<file path="src/rtl/clk_div_param.sv">
// -----------------------------------------------------------------------------
// clk_div_param
//
// Run-time programmable integer clock divider. Divides i_ref_clk by a ratio N
// in the range 2 .. 2^DIV_W-1. A ratio below 2, or a deasserted enable, selects
// BYPASS, where the reference clock is passed straight through. Ratio, enable
// and bypass changes are sampled only at divided-period boundaries. As a result,
// reconfiguration never shortens a high or low phase of the output.
//
// For a latched ratio N, each period is H = floor(N/2) high cycles followed by
// N-H low cycles. A one-cycle tick marks the first high cycle of every period.
//
// Ports
//   i_ref_clk    in   1      reference clock, all flops on its rising edge
//   i_rst        in   1      asynchronous active-high reset
//   i_clk_en     in   1      divider enable, sampled at boundaries / in BYPASS
//   i_div_ratio  in   DIV_W  requested ratio N (N < 2 selects BYPASS)
//   o_div_clk    out  1      divided clock, or i_ref_clk in BYPASS
//   o_div_tick   out  1      strobe in the first high cycle of each period
//   o_active     out  1      high while dividing (RUN)
//   o_cur_ratio  out  DIV_W  ratio in effect, 0 in BYPASS
// -----------------------------------------------------------------------------
module clk_div_param #(
    parameter int DIV_W = 8
) (
    input  logic             i_ref_clk,
    input  logic             i_rst,
    input  logic             i_clk_en,
    input  logic [DIV_W-1:0] i_div_ratio,
    output logic             o_div_clk,
    output logic             o_div_tick,
    output logic             o_active,
    output logic [DIV_W-1:0] o_cur_ratio
);

    typedef enum logic {
        ST_BYPASS = 1'b0,
        ST_RUN    = 1'b1
    } state_e;

    // Registered state
    state_e           r_state;
    logic [DIV_W-1:0] r_ratio;
    logic [DIV_W-1:0] r_cnt;
    logic             r_div;
    logic             r_tick;

    // Next-state values
    state_e           w_state_nxt;
    logic [DIV_W-1:0] w_ratio_nxt;
    logic [DIV_W-1:0] w_cnt_nxt;
    logic             w_div_nxt;
    logic             w_tick_nxt;

    // Datapath helpers
    logic [DIV_W-1:0] w_half;
    logic [DIV_W-1:0] w_cnt_inc;
    logic             w_last;
    logic             w_req_ok;

    // r_ratio is at least 2 whenever r_state is RUN, so r_ratio-1 cannot underflow
    // while w_last is in use. The counter stops at r_ratio-1 and never wraps.
    assign w_half    = r_ratio >> 1;
    assign w_cnt_inc = r_cnt + DIV_W'(1);
    assign w_last    = (r_cnt == (r_ratio - DIV_W'(1)));
    assign w_req_ok  = i_clk_en && (i_div_ratio >= DIV_W'(2));

    always_comb begin
        // NOTE: every signal driven here gets a default first, so no path leaves
        // one unassigned and no latch is inferred.
        w_state_nxt = r_state;
        w_ratio_nxt = r_ratio;
        w_cnt_nxt   = r_cnt;
        w_div_nxt   = r_div;
        w_tick_nxt  = 1'b0;

        unique case (r_state)
            ST_BYPASS: begin
                // Entry occurs on a rising reference edge. The pass-through clock
                // is high at that edge, and r_div also starts high, so the output
                // mux changes source between two high inputs.
                if (w_req_ok) begin
                    w_state_nxt = ST_RUN;
                    w_ratio_nxt = i_div_ratio;
                    w_cnt_nxt   = '0;
                    w_div_nxt   = 1'b1;
                    w_tick_nxt  = 1'b1;
                end
            end

            ST_RUN: begin
                if (!w_last) begin
                    w_cnt_nxt = w_cnt_inc;
                    w_div_nxt = (w_cnt_inc < w_half);
                end else if (!w_req_ok) begin
                    // Exit happens only after the final low cycle. The bypass
                    // clock then starts from this rising edge.
                    w_state_nxt = ST_BYPASS;
                    w_ratio_nxt = '0;
                    w_cnt_nxt   = '0;
                    w_div_nxt   = 1'b0;
                end else begin
                    // A new period starts here. It uses whatever ratio is
                    // present at this edge.
                    w_ratio_nxt = i_div_ratio;
                    w_cnt_nxt   = '0;
                    w_div_nxt   = 1'b1;
                    w_tick_nxt  = 1'b1;
                end
            end

            default: begin
                w_state_nxt = ST_BYPASS;
            end
        endcase
    end

    always_ff @(posedge i_ref_clk or posedge i_rst) begin
        if (i_rst) begin
            r_state <= ST_BYPASS;
            r_ratio <= '0;
            r_cnt   <= '0;
            r_div   <= 1'b0;
            r_tick  <= 1'b0;
        end else begin
            // NOTE: non-blocking assignments make every flop take its value from
            // the state before this edge, independent of statement order.
            r_state <= w_state_nxt;
            r_ratio <= w_ratio_nxt;
            r_cnt   <= w_cnt_nxt;
            r_div   <= w_div_nxt;
            r_tick  <= w_tick_nxt;
        end
    end

    // The mux select is a register, so it changes only on a rising reference edge.
    assign o_div_clk   = (r_state == ST_RUN) ? r_div : i_ref_clk;
    assign o_div_tick  = r_tick;
    assign o_active    = (r_state == ST_RUN);
    assign o_cur_ratio = (r_state == ST_RUN) ? r_ratio : '0;

endmodule

</file>
<file path="config.mk">
export PLATFORM = sky130hd
export DESIGN_NAME = clk_div_param
export DESIGN_NICKNAME = d
export VERILOG_FILES = /design/src/rtl/clk_div_param.sv
export SDC_FILE = /design/constraint.sdc
export NUM_CORES = 1
export LEC_CHECK = 0
export BUFFER_PORTS_ARGS = -buffer_cell sky130_fd_sc_hd__buf_2
export CORE_MARGIN = 8
export CORE_UTILIZATION = 30
export DETAILED_ROUTE_END_ITERATION = 10
export HOLD_SLACK_MARGIN = 0.15
export PLACE_DENSITY = 0.53
export SLEW_MARGIN = 25
export SYNTH_ARGS = -nofsm -noshare
export SYNTH_HDL_FRONTEND = slang
export SYNTH_SLANG_ARGS = --single-unit
</file>
<file path="constraint.sdc">
create_clock -name i_ref_clk -period 3 [get_ports i_ref_clk]
set_clock_uncertainty 0.2 [all_clocks]
set_input_delay 0.3 -clock i_ref_clk [delete_from_list [all_inputs] [get_ports i_ref_clk]]
set_output_delay 0.3 -clock i_ref_clk [all_outputs]
set_load 0.02 [all_outputs]
</file>
==> out/results.ini <==
[sta]
maxSlewHeadroom_pct = 47.8
whs_ns = 0.190
min_period_ns = 2.83
fmax_ghz = 0.353
hold_viol = 0
setup_viol = 0
post-route-period-util_pct = 94.5
rsz0062_at_grt = false
drv_slew = 0
fin_tns_setup_ns = 0
tightest_slew_ns = 0.776
worst_slack_ns = 0.165

[yosys]
ys.flop_type = dfrtp_1
synth_fp_nets = 168
syn_avg_cell_area_um2 = 9.14
async_flop_share_pct = 100
yosys.cell_types.count = 38
synth_seq_cells = 19
yosysSeqAreaShare_pct = 34.9
synth_edf_count = 0
yosys_warnings = 0
syn_area_mm2 = 0.00136
synthCells = 149

[global_route]
grt_pass1_vias = 1304
grt_max_degree = 20
track_usage_pct = 11.1
grt_pass1_wl_mm = 6.27
antenna_found_initial = 0
grt_overflow = 0

[worst_setup_path]
startpoint_type = register
cp_top_family = simple AND/OR/NAND/NOR gates
critPathBufInv = 1
cp.arrival_ns = 2.91
critPathMaxFanout = 8
worstPathRequired_ns = 3.07
cp_slowest_cell = or4_4
slowest_delay_ns = 0.56
critPathKind = reg2reg
crit_chain = inv_1 -> ha_2 -> nand2_1 -> nor3_1 -> a2111oi_1 -> or4_4 -> o21ai_4 -> o21ai_2 -> a22o_1
end_kind = register

[power_and_ir_drop]
ir_worst_vdd_mv = 0.153
power_density_mw_per_mm2 = 335
leakage_nw = 0.792
finalPower_mw = 0.575

[placed_design]
place_ws_ns = 0.170
portBuffers = 21
dp_hpwl_mm = 2.74
gp_congestion = 0.816

[drt]
drtIter0Drc = 70
drc = 0
antenna_left = 0
wl_per_cell_um = 16.0
wirelength_mm = 3.77
dr.pass1.iters = 4
vias = 1244
avgViaCountPerCell = 5.27

[floorplan]
dieWidth_um = 83.4
start_util_pct = 31.3
die-area_mm2 = 0.00695
ios = 22
die_h_um = 83.4
coreArea_mm2 = 0.00435
rows = 24

[final_layout]
final_cell_mix = buf_2, dfrtp_1, nand2_1
n_antenna_cell = 0
final_common_cell = buf_2
drive_gt1_share_pct = 23.9
nets = 204
areaGrowthSynthToFinish_pct = 26.0

[run]
cap_violations = 0

[hold_path]
hp-class = in2reg

[clock_network]
post_cts.repair.setup_buffers = 0
cts_tree = built
clkSlewWorstSetupHoldPaths_ns = 0.08
worstSkewPairLatency_ns = 0.37

[status]
status = finished, final reports clean

==> worst paths after layout <==
path / startpoint / cells after the start / slack, ns / endpoint
max in group asynchronous: i_rst / 3 / 1.68 / r_cnt[4]$_DFFE_PP0P_
max reg2reg: r_ratio[0]$_DFFE_PP0P_ / 9 / 0.17 / r_ratio[0]$_DFFE_PP0P_
min: i_clk_en / 3 / 0.19 / r_ratio[5]$_DFFE_PP0P_
max: r_ratio[0]$_DFFE_PP0P_ / 9 / 0.17 / r_ratio[0]$_DFFE_PP0P_
min reg2reg: r_cnt[5]$_DFFE_PP0P_ / 2 / 0.39 / r_cnt[5]$_DFFE_PP0P_
min in group asynchronous: i_rst / 3 / 0.42 / o_div_tick$_DFF_PP0_
==> worst register-to-register path, cell delays in order (launching register included) <==
cell,delay (ns)
dfrtp_1,0.49
inv_1,0.10
ha_2,0.25
nand2_1,0.11
nor3_1,0.18
a2111oi_1,0.11
or4_4,0.56
o21ai_4,0.25
o21ai_2,0.18
a22o_1,0.28
==> cell usage after synthesis (3+ instances only) <==
cell | count | area share (%)
a211oi_1 | 3 | 1.7
a21oi_1 | 5 | 1.8
a22o_1 | 12 | 7.7
and2_1 | 11 | 5.1
clkbuf_1 | 4 | 1.1
dfrtp_1 | 19 | 35
ha_1 | 8 | 7.3
inv_1 | 9 | 2.5
nand2_1 | 13 | 3.6
nand2b_1 | 4 | 1.8
nand3_1 | 4 | 1.5
nor2_1 | 4 | 1.1
nor3_1 | 4 | 1.5
o21ai_0 | 6 | 2.2
or2_2 | 3 | 1.4
xnor2_1 | 9 | 5.8
xor2_1 | 3 | 1.9
==> report_power, final <==
| part | switching (mW) | internal [mW] | leakage (nW) |
|---|---|---|---|
| logic | 0.0118 | 0.0133 | 0.491 |
| clock network | 0.115 | 0.179 | 0.0550 |
| registers | 0 | 0.256 | 0.245 |
| total | 0.127 | 0.448 | 0.792 |
==> stage by stage <==
stage               cell area [µm²]  std cells  util (%)
finish                         1720        236      39.4
global route                   1720        236      39.4
CTS                            1710        236      39.3
detailed placement             1530        220      35.2
global placement               1530        220      35.2
floorplan                      1360        149         -
==> kinds of logic (layout without fill, tap and decap cells) <==
| logic type | Yosys count | after routing | share of synthesized area [%] |
|---|---|---|---|
| flops | 19 | 19 | 34.9 |
| simple gates | 55 | 55 | 23.0 |
| compound gates | 39 | 39 | 21.5 |
| buf+inv | 15 | 50 | 4.77 |
| fa+ha+maj | 8 | 8 | 7.35 |
| xor+xnor | 12 | 12 | 7.71 |
| mux | 1 | 1 | 0.826 |
==> flip-flops by register name, indices dropped and copies added (netlist names) <==
signal / cells
r_cnt: 8
r_ratio: 8
o_active: 1
o_div_tick: 1
r_div: 1
==> metal layers <==
layer	global-route usage (%)	up-vias	part of all wire, %
met5	0	-	0
met3	2.54	7	2.8
met2	17.4	23	49
met1	12.9	614	46
li1	-	600	-
met4	7.83	0	2.3
==> final cells by class <==
cell class	instances	area (µm²)
timing repair buffer	33	220
multi-input combinational	115	827
clock inverter	1	7.51
inverter	9	33.8
sequential	19	475
fill	430	2640
tap	52	65.1
clock buffer	7	87.6
==> timing repair <==
item | 4_1_cts | 5_1_grt
endpoints found under the hold margin | 27 | 0
gates resized for setup | 0 | 3
setup endpoints to repair | 0 | 9
hold buffers | 9 | 0
(Power assumes the default switching activity.)
